$ cat src/rtl/pcie_ep_pio_completer_if.sv
// TRN RX/TX bundle between the Virtex-6 integrated PCIe block (master) and the PIO completer (slave).
interface pcie_ep_pio_completer_if;
    logic [63:0] trn_rd;
    logic        trn_rrem_n;
    logic        trn_rsof_n;
    logic        trn_reof_n;
    logic        trn_rsrc_rdy_n;
    logic        trn_rdst_rdy_n;
    logic [6:0]  trn_rbar_hit_n;
    logic [63:0] trn_td;
    logic        trn_trem_n;
    logic        trn_tsof_n;
    logic        trn_teof_n;
    logic        trn_tsrc_rdy_n;
    logic        trn_tdst_rdy_n;
    logic [15:0] cfg_completer_id;

    modport master (
        output trn_rd, trn_rrem_n, trn_rsof_n, trn_reof_n, trn_rsrc_rdy_n, trn_rbar_hit_n,
        input  trn_rdst_rdy_n,
        input  trn_td, trn_trem_n, trn_tsof_n, trn_teof_n, trn_tsrc_rdy_n,
        output trn_tdst_rdy_n, cfg_completer_id
    );

    modport slave (
        input  trn_rd, trn_rrem_n, trn_rsof_n, trn_reof_n, trn_rsrc_rdy_n, trn_rbar_hit_n,
        output trn_rdst_rdy_n,
        output trn_td, trn_trem_n, trn_tsof_n, trn_teof_n, trn_tsrc_rdy_n,
        input  trn_tdst_rdy_n, cfg_completer_id
    );
endinterface

$ cat src/rtl/pcie_ep_pio_completer.sv
// BAR0 PIO target: 1-DW MWr32/MRd32 against a dword register file, CplD returned on TRN TX.
// Optional PCIE_CPL_UR_EN: rejected non-posted TLPs get a 3-DW Unsupported Request completion.
module pcie_ep_pio_completer #(
    parameter int ADDR_W      = 6,
    parameter int BAR_HIT_IDX = 0
) (
    input  logic                      trn_clk,
    input  logic                      trn_reset_n,
    pcie_ep_pio_completer_if.slave    trn
);

    typedef enum logic [2:0] {
        RX_HDR  = 3'd0,
        RX_ADDR = 3'd1,
        DRAIN   = 3'd2,
        TX_QW0  = 3'd3,
        TX_QW1  = 3'd4
    } state_e;

    state_e              state_q, state_d;
    logic                is_wr_q, is_wr_d;
    logic [2:0]          tc_q, tc_d;
    logic [1:0]          attr_q, attr_d;
    logic [15:0]         req_id_q, req_id_d;
    logic [7:0]          tag_q, tag_d;
    logic [3:0]          fbe_q, fbe_d;
    logic [4:0]          addr_lo_q, addr_lo_d;
    logic [31:0]         rdata_q, rdata_d;
    logic [63:0]         td_q, td_d;
    logic                tsof_n_q, tsof_n_d;
    logic                teof_n_q, teof_n_d;
    logic                tsrc_rdy_n_q, tsrc_rdy_n_d;
    logic                trem_n_q, trem_n_d;
    logic                rdst_rdy_n_q, rdst_rdy_n_d;
`ifdef PCIE_CPL_UR_EN
    logic                ur_q, ur_d;
    logic                hdr_np_s;
`endif

    logic [31:0]         regs_q [0:(2**ADDR_W)-1];

    logic                rx_beat_s;
    logic                tx_ack_s;
    logic [6:0]          hdr_ft_s;
    logic [9:0]          hdr_len_s;
    logic                bar_hit_s;
    logic                hdr_ok_s;
    logic [ADDR_W-1:0]   idx_s;
    logic                wr_en_s;
    logic [63:0]         cpld_qw0_s;
    logic [63:0]         cpld_qw1_s;
    logic                unused_s;

    assign rx_beat_s = !trn.trn_rsrc_rdy_n && !rdst_rdy_n_q;
    assign tx_ack_s  = !tsrc_rdy_n_q && !trn.trn_tdst_rdy_n;
    assign hdr_ft_s  = trn.trn_rd[62:56];
    assign hdr_len_s = trn.trn_rd[41:32];
    assign bar_hit_s = !trn.trn_rbar_hit_n[BAR_HIT_IDX];
    assign hdr_ok_s  = ((hdr_ft_s == 7'h40) || (hdr_ft_s == 7'h00)) && (hdr_len_s == 10'd1) && bar_hit_s;
    // Dword address wraps: only the low ADDR_W bits of addr[31:2] select a register.
    assign idx_s     = trn.trn_rd[34 +: ADDR_W];
    assign unused_s  = ^{trn.trn_rd, trn.trn_rbar_hit_n};

    assign cpld_qw0_s = {3'b010, 5'b01010, 1'b0, tc_q, 4'b0000, 2'b00, attr_q, 2'b00, 10'd1,
                         trn.cfg_completer_id, 3'b000, 1'b0, 12'd4};
    assign cpld_qw1_s = {req_id_q, tag_q, 1'b0, addr_lo_q, 2'b00, rdata_q};

`ifdef PCIE_CPL_UR_EN
    assign hdr_np_s = (hdr_ft_s == 7'h00) || (hdr_ft_s == 7'h20) || (hdr_ft_s == 7'h02) ||
                      (hdr_ft_s == 7'h42) || (hdr_ft_s == 7'h04) || (hdr_ft_s == 7'h44) ||
                      (hdr_ft_s == 7'h05) || (hdr_ft_s == 7'h45);
`endif

    assign trn.trn_rdst_rdy_n = rdst_rdy_n_q;
    assign trn.trn_td         = td_q;
    assign trn.trn_trem_n     = trem_n_q;
    assign trn.trn_tsof_n     = tsof_n_q;
    assign trn.trn_teof_n     = teof_n_q;
    assign trn.trn_tsrc_rdy_n = tsrc_rdy_n_q;

    // Next-state and registered-output decode for the RX/TX sequencer.
    always_comb begin
        state_d      = state_q;
        is_wr_d      = is_wr_q;
        tc_d         = tc_q;
        attr_d       = attr_q;
        req_id_d     = req_id_q;
        tag_d        = tag_q;
        fbe_d        = fbe_q;
        addr_lo_d    = addr_lo_q;
        rdata_d      = rdata_q;
        td_d         = td_q;
        tsof_n_d     = tsof_n_q;
        teof_n_d     = teof_n_q;
        tsrc_rdy_n_d = tsrc_rdy_n_q;
        trem_n_d     = trem_n_q;
        wr_en_s      = 1'b0;
`ifdef PCIE_CPL_UR_EN
        ur_d         = ur_q;
`endif
        case (state_q)
            TX_QW0: begin
                if (tx_ack_s) begin
                    state_d  = TX_QW1;
                    tsof_n_d = 1'b1;
                    teof_n_d = 1'b0;
`ifdef PCIE_CPL_UR_EN
                    if (ur_q) begin
                        td_d     = {req_id_q, tag_q, 8'h00, 32'h0000_0000};
                        trem_n_d = 1'b1;
                    end else begin
                        td_d     = cpld_qw1_s;
                        trem_n_d = 1'b0;
                    end
`else
                    td_d     = cpld_qw1_s;
                    trem_n_d = 1'b0;
`endif
                end else begin
                    state_d = TX_QW0;
                end
            end
            TX_QW1: begin
                if (tx_ack_s) begin
                    state_d      = RX_HDR;
                    td_d         = 64'd0;
                    tsof_n_d     = 1'b1;
                    teof_n_d     = 1'b1;
                    tsrc_rdy_n_d = 1'b1;
                    trem_n_d     = 1'b0;
                end else begin
                    state_d = TX_QW1;
                end
            end
            RX_HDR, RX_ADDR, DRAIN: begin
                if (!rx_beat_s) begin
                    state_d = state_q;
                end else if (!trn.trn_rsof_n) begin
                    // Any SOF restarts decode, abandoning a partial TLP without side effects.
                    if (!trn.trn_reof_n) begin
                        state_d = RX_HDR;
`ifdef PCIE_CPL_UR_EN
                        ur_d    = 1'b0;
`endif
                    end else begin
                        is_wr_d  = (hdr_ft_s == 7'h40);
                        tc_d     = trn.trn_rd[54:52];
                        attr_d   = trn.trn_rd[45:44];
                        req_id_d = trn.trn_rd[31:16];
                        tag_d    = trn.trn_rd[15:8];
                        fbe_d    = trn.trn_rd[3:0];
                        state_d  = hdr_ok_s ? RX_ADDR : DRAIN;
`ifdef PCIE_CPL_UR_EN
                        ur_d     = !hdr_ok_s && hdr_np_s;
`endif
                    end
                end else if (state_q == RX_ADDR) begin
                    if (!trn.trn_reof_n) begin
                        if (is_wr_q) begin
                            wr_en_s = !trn.trn_rrem_n;
                            state_d = RX_HDR;
                        end else begin
                            rdata_d      = regs_q[idx_s];
                            addr_lo_d    = trn.trn_rd[38:34];
                            td_d         = cpld_qw0_s;
                            tsof_n_d     = 1'b0;
                            teof_n_d     = 1'b1;
                            tsrc_rdy_n_d = 1'b0;
                            trem_n_d     = 1'b0;
                            state_d      = TX_QW0;
                        end
                    end else begin
                        state_d = DRAIN;
                    end
                end else if (state_q == DRAIN) begin
                    if (!trn.trn_reof_n) begin
`ifdef PCIE_CPL_UR_EN
                        if (ur_q) begin
                            td_d         = {3'b000, 5'b01010, 1'b0, tc_q, 4'b0000, 2'b00, attr_q, 2'b00, 10'd0,
                                            trn.cfg_completer_id, 3'b001, 1'b0, 12'd0};
                            tsof_n_d     = 1'b0;
                            teof_n_d     = 1'b1;
                            tsrc_rdy_n_d = 1'b0;
                            trem_n_d     = 1'b0;
                            state_d      = TX_QW0;
                        end else begin
                            state_d = RX_HDR;
                        end
`else
                        state_d = RX_HDR;
`endif
                    end else begin
                        state_d = DRAIN;
                    end
                end else begin
                    state_d = RX_HDR;
                end
            end
            default: begin
                state_d = RX_HDR;
            end
        endcase
        rdst_rdy_n_d = (state_d == TX_QW0) || (state_d == TX_QW1);
    end

    // Sequencer state, latched header fields and TRN output registers.
    always_ff @(posedge trn_clk or negedge trn_reset_n) begin
        if (!trn_reset_n) begin
            state_q      <= RX_HDR;
            is_wr_q      <= 1'b0;
            tc_q         <= 3'd0;
            attr_q       <= 2'd0;
            req_id_q     <= 16'd0;
            tag_q        <= 8'd0;
            fbe_q        <= 4'd0;
            addr_lo_q    <= 5'd0;
            rdata_q      <= 32'd0;
            td_q         <= 64'd0;
            tsof_n_q     <= 1'b1;
            teof_n_q     <= 1'b1;
            tsrc_rdy_n_q <= 1'b1;
            trem_n_q     <= 1'b0;
            rdst_rdy_n_q <= 1'b1;
`ifdef PCIE_CPL_UR_EN
            ur_q         <= 1'b0;
`endif
        end else begin
            state_q      <= state_d;
            is_wr_q      <= is_wr_d;
            tc_q         <= tc_d;
            attr_q       <= attr_d;
            req_id_q     <= req_id_d;
            tag_q        <= tag_d;
            fbe_q        <= fbe_d;
            addr_lo_q    <= addr_lo_d;
            rdata_q      <= rdata_d;
            td_q         <= td_d;
            tsof_n_q     <= tsof_n_d;
            teof_n_q     <= teof_n_d;
            tsrc_rdy_n_q <= tsrc_rdy_n_d;
            trem_n_q     <= trem_n_d;
            rdst_rdy_n_q <= rdst_rdy_n_d;
`ifdef PCIE_CPL_UR_EN
            ur_q         <= ur_d;
`endif
        end
    end

    // Dword register file with per-byte write enables from the first-DW byte enables.
    always_ff @(posedge trn_clk or negedge trn_reset_n) begin
        if (!trn_reset_n) begin
            for (int i = 0; i < (2**ADDR_W); i++) begin
                regs_q[i] <= 32'd0;
            end
        end else begin
            for (int b = 0; b < 4; b++) begin
                if (wr_en_s && fbe_q[b]) begin
                    regs_q[idx_s][8*b +: 8] <= trn.trn_rd[8*b +: 8];
                end
            end
        end
    end

endmodule

$ cat src/flat_wrapper.sv
// flat-port wrapper written by rule: the top's interface ports become plain ports
module pcie_ep_pio_completer_flat 
#(
    parameter int ADDR_W      = 6,
    parameter int BAR_HIT_IDX = 0
)
  (trn_clk, trn_reset_n, trn_trn_rd, trn_trn_rrem_n, trn_trn_rsof_n, trn_trn_reof_n, trn_trn_rsrc_rdy_n, trn_trn_rbar_hit_n, trn_trn_rdst_rdy_n, trn_trn_td, trn_trn_trem_n, trn_trn_tsof_n, trn_trn_teof_n, trn_trn_tsrc_rdy_n, trn_trn_tdst_rdy_n, trn_cfg_completer_id);
  pcie_ep_pio_completer_if trn_i ();
  input  logic trn_clk;
  input  logic trn_reset_n;
  input wire logic [$bits(trn_i.trn_rd)-1:0] trn_trn_rd;
  input wire logic [$bits(trn_i.trn_rrem_n)-1:0] trn_trn_rrem_n;
  input wire logic [$bits(trn_i.trn_rsof_n)-1:0] trn_trn_rsof_n;
  input wire logic [$bits(trn_i.trn_reof_n)-1:0] trn_trn_reof_n;
  input wire logic [$bits(trn_i.trn_rsrc_rdy_n)-1:0] trn_trn_rsrc_rdy_n;
  input wire logic [$bits(trn_i.trn_rbar_hit_n)-1:0] trn_trn_rbar_hit_n;
  output wire logic [$bits(trn_i.trn_rdst_rdy_n)-1:0] trn_trn_rdst_rdy_n;
  output wire logic [$bits(trn_i.trn_td)-1:0] trn_trn_td;
  output wire logic [$bits(trn_i.trn_trem_n)-1:0] trn_trn_trem_n;
  output wire logic [$bits(trn_i.trn_tsof_n)-1:0] trn_trn_tsof_n;
  output wire logic [$bits(trn_i.trn_teof_n)-1:0] trn_trn_teof_n;
  output wire logic [$bits(trn_i.trn_tsrc_rdy_n)-1:0] trn_trn_tsrc_rdy_n;
  input wire logic [$bits(trn_i.trn_tdst_rdy_n)-1:0] trn_trn_tdst_rdy_n;
  input wire logic [$bits(trn_i.cfg_completer_id)-1:0] trn_cfg_completer_id;
  assign trn_i.trn_rd = trn_trn_rd;
  assign trn_i.trn_rrem_n = trn_trn_rrem_n;
  assign trn_i.trn_rsof_n = trn_trn_rsof_n;
  assign trn_i.trn_reof_n = trn_trn_reof_n;
  assign trn_i.trn_rsrc_rdy_n = trn_trn_rsrc_rdy_n;
  assign trn_i.trn_rbar_hit_n = trn_trn_rbar_hit_n;
  assign trn_trn_rdst_rdy_n = trn_i.trn_rdst_rdy_n;
  assign trn_trn_td = trn_i.trn_td;
  assign trn_trn_trem_n = trn_i.trn_trem_n;
  assign trn_trn_tsof_n = trn_i.trn_tsof_n;
  assign trn_trn_teof_n = trn_i.trn_teof_n;
  assign trn_trn_tsrc_rdy_n = trn_i.trn_tsrc_rdy_n;
  assign trn_i.trn_tdst_rdy_n = trn_trn_tdst_rdy_n;
  assign trn_i.cfg_completer_id = trn_cfg_completer_id;
  pcie_ep_pio_completer #(.ADDR_W(ADDR_W), .BAR_HIT_IDX(BAR_HIT_IDX)) u_core (.trn_clk(trn_clk), .trn_reset_n(trn_reset_n), .trn(trn_i));
endmodule
$ cat config.mk
export PLATFORM = sky130hd
export DESIGN_NAME = pcie_ep_pio_completer_flat
export DESIGN_NICKNAME = d
export VERILOG_FILES = /design/src/rtl/pcie_ep_pio_completer_if.sv /design/src/rtl/pcie_ep_pio_completer.sv /design/src/flat_wrapper.sv
export SDC_FILE = /design/constraint.sdc
export NUM_CORES = 2
export LEC_CHECK = 0
export BUFFER_PORTS_ARGS = -buffer_cell sky130_fd_sc_hd__buf_2
export CAP_MARGIN = 30
export CORE_UTILIZATION = 60
export DETAILED_ROUTE_END_ITERATION = 7
export HOLD_SLACK_MARGIN = 0.15
export PLACE_DENSITY = 0.77
export SETUP_SLACK_MARGIN = 0.4
export SLEW_MARGIN = 10
export SYNTH_ARGS = -nofsm -noshare
export SYNTH_HDL_FRONTEND = slang
export SYNTH_SLANG_ARGS = --single-unit
$ cat constraint.sdc
create_clock -name trn_clk -period 5.1 [get_ports trn_clk]
set_input_delay 0.51 -clock trn_clk [delete_from_list [all_inputs] [get_ports trn_clk]]
set_output_delay 0.51 -clock trn_clk [all_outputs]
set_load 0.05 [all_outputs]
== After elaboration in Yosys (flattened, before gate mapping) ==
Index checks and enable logic that the tools add are counted.
Cells by class
  magnitude comparators: 2
  equal/unequal tests: 16
  multiplexer cells: 61
  bitwise gates (word level): 4
  reduce and logical (&&, ||, !) cells: 29
Operators with widths (count)
  bitwise mux 2048 bit: 4
  two-way mux 2048 bit: 4
  demux 32 bit (select 6 bit): 4
  two-way mux 64 bit: 7
  binary-select mux 32 bit (select 6 bit): 1
  one-hot mux 64 bit (3 select lines): 1
  two-way mux 32 bit: 3
  two-way mux 24 bit: 1
  two-way mux 1 bit: 18
  two-way mux 3 bit: 6
  two-way mux 16 bit: 1
  AND reduction 7 bit: 2
  equality test 10 x 1 -> 1 bit, second input constant: 1
  two-way mux 2 bit: 5
  inequality test 2 x 1 -> 1 bit, second input constant: 5
  equality test 3 x 2 -> 1 bit, second input constant: 3
  logical AND 1 bit: 9
  one-hot mux 3 bit (3 select lines): 1
  two-way mux 8 bit: 1
  AND reduction 8 bit: 1
  equality test 7 bit, second input constant: 1
  >= comparator 7 bit, second input constant: 1
  zero test 7 bit: 1
  < comparator 7 x 1 -> 1 bit, second input constant: 1
  16 further kinds: 30
Storage, ports and cells
  flip-flop bits (word level): 2191
  bits of input ports: 94
  output and inout port bits: 69
  logic and storage cells: 191

== Longest topological paths before layout ==
  word-level depth: 15
  gate-level depth with buffers: 12
  depth with buffers taken out: 6

== Least setup slack after synthesis ==
No wires, ideal clock.
  path kind: input to register
  start point: in trn_trn_rd[35]
  end point: reg u_core.rdata_q[12]
  library setup time: 0.133 ns
  arrival: 2.567 ns
  required time: 4.967 ns
  setup slack: 2.400 ns
  stages on the path: 10
  path buffers: 5
  path through: buf_2 buf_2 buf_2 buf_2 buf_1 mux4_2 a22oi_1 o211ai_1 a211oi_1 a31oi_1
On the way
  cells in the longest elaborated chain, start to end: 4
RTL lines
  start, declared: RTL line flat_wrapper.sv:11  | input wire logic [$bits(trn_i.trn_rd)-1:0] trn_trn_rd;
  NOT 6 -> 7 bit (not written as such): RTL line pcie_ep_pio_completer.sv:163  | rdata_d = regs_q[idx_s];
  binary-select mux 32 bit (select 6 bit): RTL line pcie_ep_pio_completer.sv:163
  two-way mux 32 bit (not written as such) (2 in series): RTL line pcie_ep_pio_completer.sv:163
  end signal, assigned: RTL line pcie_ep_pio_completer.sv:236  | rdata_q <= rdata_d;
  end, declared: RTL line pcie_ep_pio_completer.sv:28  | logic [31:0] rdata_q, rdata_d;
Every way passes these cells. The select of a mux whose other input is x is not followed.
A chain may end at the register's enable or synchronous reset.

== Final worst setup path ==
  start point: reg u_core.state_q[0]
  end point: reg u_core.regs_q[891] (netlist bit)
On the way
  cells in the longest elaborated chain, start to end: 13
  elaborated cells on any way between the ends: 19
  those cells by class: 2 x eq/ne; 11 x mux; 6 x reduce/logical
RTL lines
  start, declared: RTL line pcie_ep_pio_completer.sv:20  | state_e state_q, state_d;
  start signal, assigned: RTL line pcie_ep_pio_completer.sv:228  | state_q <= state_d;
  equality test 3 x 1 -> 1 bit: RTL line pcie_ep_pio_completer.sv:101, pcie_ep_pio_completer.sv:157
  two-way mux 1 bit: RTL line pcie_ep_pio_completer.sv:157  | end else if (state_q == RX_ADDR) begin
  two-way mux 1 bit: RTL line pcie_ep_pio_completer.sv:138  | end else if (!trn.trn_rsof_n) begin
  two-way mux 1 bit: RTL line pcie_ep_pio_completer.sv:136  | if (!rx_beat_s) begin
  two-way mux 1 bit (*): RTL line pcie_ep_pio_completer.sv:101  | case (state_q)
  logical AND 1 bit: RTL line pcie_ep_pio_completer.sv:257  | if (wr_en_s && fbe_q[b]) begin
  two-way mux 2048 bit: RTL line pcie_ep_pio_completer.sv:257
  bitwise mux 2048 bit: RTL line pcie_ep_pio_completer.sv:258  | regs_q[idx_s][8*b +: 8] <= trn.trn_rd[8*b +: 8];
  two-way mux 2048 bit: RTL line pcie_ep_pio_completer.sv:257
  bitwise mux 2048 bit: RTL line pcie_ep_pio_completer.sv:258
  two-way mux 2048 bit: RTL line pcie_ep_pio_completer.sv:257
  bitwise mux 2048 bit: RTL line pcie_ep_pio_completer.sv:258
  two-way mux 2048 bit (*): RTL line pcie_ep_pio_completer.sv:257
  end signal, assigned by index: RTL line pcie_ep_pio_completer.sv:258
  end, declared: RTL line pcie_ep_pio_completer.sv:40  | logic [31:0] regs_q [0:(2**ADDR_W)-1];
Mark *: on every way between the ends. The rest lies on a longest branch, timed or not.

==> results.sh <==
export IMPL_outcome="finished, violations left"
export IMPL_violations="design-rule violations"
export IMPL_groute_usage_overall=0.374
export IMPL_start_kind="register"
export IMPL_fin_crit_sh=0.731
export IMPL_grt_busiest_layer="met2"
export IMPL_final_layout_size_suffix_gt1_frac=0.444
export IMPL_avgSynthCellArea_sq_um=14.5
export IMPL_grt_start_max_net_pins=155
export IMPL_ys_ff_latch=2188
export IMPL_p_leak_uw=0.0607
export IMPL_synth_warnings=0
export IMPL_synth_distinct_cells=77
export IMPL_fin_skew_ps=35.7
export IMPL_ys_flop_type="dfrtp_1"
export IMPL_ctsResizeCount=0
export IMPL_synth_top_family_by_area="multiplexers"
export IMPL_core_area_sq_mm=0.170
export IMPL_viasPerCell=6.90
export IMPL_rr_worst_depth=8
export IMPL_p_per_area_mw_per_mm2=310
export IMPL_critPathRequiredTime_ps=5850
export IMPL_utilization=0.674
export IMPL_endpoint_kind="register"
export IMPL_r2r_setup_slack_ps=1370
export IMPL_whs_ps=185
export IMPL_synthArstFlopShare=1.00
export IMPL_tritoncts="built"
export IMPL_fmax_ghz=0.268
export IMPL_num_io_pins=163
export IMPL_root_buffer="clkbuf_16"
export IMPL_cts_buffers=215
export IMPL_met1_usage=0.482
export IMPL_synth_fa_ha_area_frac=0
export IMPL_die_x_um=416
export IMPL_hold_class="in2async"
export IMPL_ant_nets=0
export IMPL_synth_mux_area_frac=0.307
export IMPL_fp_row_count=151
export IMPL_fin_nets=7320
export IMPL_worst_path_max_fanout=33
export IMPL_met2_usage=0.544
export IMPL_slew_headroom=0.223
export IMPL_insertion_delay_ps=880
export IMPL_grt_pass1_vias=68463
export IMPL_antenna_found_initial=8
export IMPL_maxCapViolations=0
export IMPL_portBuffers=143
export IMPL_die_area_sq_mm=0.173
export IMPL_finalHoldViolCount=0
export IMPL_finalMaxSlewViolations=0
export IMPL_rr_startpoint="u_core.state_q[0]$_DFF_PN0_"
export IMPL_htreeDepth=4
export IMPL_area_growth_pct=11.3
export IMPL_num_fill_cells=11489
export IMPL_synth_compound_area_share=0.0653
export IMPL_wl_per_cell_um=33.4
export IMPL_period_needed_ps=3730
export IMPL_yosys_area_share_simple=0.0704
export IMPL_place_hpwl_mm=208
export IMPL_tightest_slew_ps=1170
export IMPL_path_clk_slew_ps=60
export IMPL_drc=2
export IMPL_cp_arrival_ps=4480
export IMPL_reg2reg_to="u_core.regs_q[891]$_DFFE_PN0P_"
export IMPL_drt_iter0_drc=7696
export IMPL_first_pass_iters=8
export IMPL_place_congestion=0.926
export IMPL_cts_buffer_depth=3
export IMPL_cts_sinks=2188
export IMPL_start_util=0.606
export IMPL_cts_setup_buffers=0
export IMPL_vias=66407
export IMPL_finalSetupViolations=0
export IMPL_multi_input_area_sq_mm=0.0457
export IMPL_drt_wl_total_mm=321
export IMPL_synth_edf_count=0
export IMPL_seq_area_sq_mm=0.0548
export IMPL_synthCells=7101
export IMPL_p_total_uw=35500
export IMPL_ys_seq_area_frac=0.532
export IMPL_critPathKind="reg2reg"
export IMPL_grt_use_met3=0.128
export IMPL_die_y_um=416
export IMPL_rsz0062_at_grt="no"
export IMPL_setup_tns_final_ps=0
export IMPL_grt_pass1_wl_mm=474
export IMPL_syn_area_sq_mm=0.103
export IMPL_ir_worst_vdd_mv=0.339
export IMPL_globalRouteOverflowTotal=0
export IMPL_synthXorXnorAreaFrac=0
state kept, by name (all words and copies together), names as in the netlist, 2 cells and up:
| register | cells |
|---|---|
| u_core.regs_q | 2048 |
| u_core.trn.trn_td | 62 |
| u_core.rdata_q | 32 |
| u_core.req_id_q | 16 |
| u_core.tag_q | 8 |
| u_core.addr_lo_q | 5 |
| u_core.fbe_q | 4 |
| u_core.state_q | 3 |
| u_core.tc_q | 3 |
| u_core.attr_q | 2 |
kinds of logic after synthesis:
logic type | Yosys count
mux | 2636
flops | 2188
compound gates | 929
simple gates | 778
buf+inv | 569
other cells | 1
power breakdown:
group / leakage (uW) / internal [uW] / switching, uW / total (uW)
registers: 0.0305 / 17400 / 66.6 / 17500
logic: 0.0267 / 488 / 1610 / 2100
clock network: 0.00350 / 9070 / 6820 / 15900
total: 0.0607 / 27000 / 8500 / 35500
timing repair:
item,CTS,global route
hold buffers,33,0
endpoints found under the hold margin,146,0
endpoints found under the setup margin,0,0
worst max-delay path, stage by stage (launching register included):
cell,delay [ps]
dfrtp_1,530
nor2b_1,380
nand2_1,190
nor4_4,190
buf_4,340
nand2_8,490
buf_4,620
nor2_8,320
mux2_2,390
area by class of cell:
type / instances / area share
sequential: 2188 / 0.478
clock inverter: 70 / 0.00566
clock buffer: 321 / 0.0558
antenna: 4 / 0.0000874
tap: 2218 / 0.0242
inverter: 8 / 0.000339
timing repair buffer: 467 / 0.0366
multi-input combinational: 4346 / 0.399
cell usage after synthesis (9+ instances only):
master     count  share of area
a21oi_1      136         0.0066
nor2_2        16        0.00097
a222oi_1      15         0.0015
buf_1         83         0.0030
a211oi_1      16         0.0012
mux2_2      2004           0.22
buf_4          9        0.00066
o22ai_1       95         0.0058
mux2_4        16         0.0023
clkbuf_1     339          0.012
a221o_1       43         0.0042
o32a_1        20         0.0019
dfrtp_1     2184           0.53
nor2_8       240          0.047
mux2i_1      217          0.021
a221oi_1     179          0.015
o221ai_1       9        0.00077
a22o_1        46         0.0039
nand3_1       57         0.0028
o21ai_0      124         0.0060
a31oi_1       30         0.0018
a22oi_1      145          0.011
nor3_1         9        0.00044
o2bb2ai_1     13         0.0011
nand4_1        9        0.00055
nand2_1      266         0.0097
buf_8         19         0.0028
nor2_1       115         0.0042
buf_2        106         0.0052
mux2_1       216          0.024
mux4_2       183          0.040
o211ai_1      11        0.00080
cell usage in the layout, fill, tap and decap left out, drive strengths merged, types with 10 or more instances in the layout:
master / instances
o32a: 20
a222oi: 15
a221oi: 179
o211ai: 11
a21oi: 136
o22ai: 95
buf: 434
mux2: 2236
nor3: 10
a221o: 43
a31oi: 30
o2bb2ai: 13
a22o: 46
dlygate4sd3: 33
a22oi: 145
mux4: 183
clkinv: 52
nand3: 57
nor2: 371
clkbuf: 321
inv: 15
a211oi: 16
nand2: 271
o21ai: 124
mux2i: 217
dfrtp: 2184
per-layer routing:
metal  wire, um  up-vias  share of wire
met3      36100     1046           0.11
met4      23300       12          0.072
met5        287        -        0.00089
li1           -    26632              -
met1     121000    35030           0.38
met2     141000     3687           0.44
how the worst max path moves through the flow:
stage	startpoint	to	cells past startpoint
2_1_floorplan	trn_trn_rd[35]	u_core.rdata_q[12]$_DFFE_PN0P_	10
3_3_place_gp	trn_trn_rd[34]	u_core.regs_q[1092]$_DFFE_PN0P_	7
3_5_place_dp	trn_trn_rd[36]	u_core.regs_q[1849]$_DFFE_PN0P_	5
4_1_cts	u_core.state_q[0]$_DFF_PN0_	u_core.regs_q[410]$_DFFE_PN0P_	8
5_1_grt	u_core.state_q[0]$_DFF_PN0_	u_core.regs_q[410]$_DFFE_PN0P_	8
6_report	u_core.state_q[0]$_DFF_PN0_	u_core.regs_q[891]$_DFFE_PN0P_	8
stage by stage:
stage          instance area (sq um)  worst slack, ps  std cells
3_3_place_gp                  106000             1160       9159
6_report                      115000             1370       9622
3_5_place_dp                  107000             1230       9190
4_1_cts                       114000             1480       9614
2_1_floorplan                 103000             2400       7103
5_1_grt                       115000             1340       9619
Note: power is estimated with default switching activity, not from simulation.
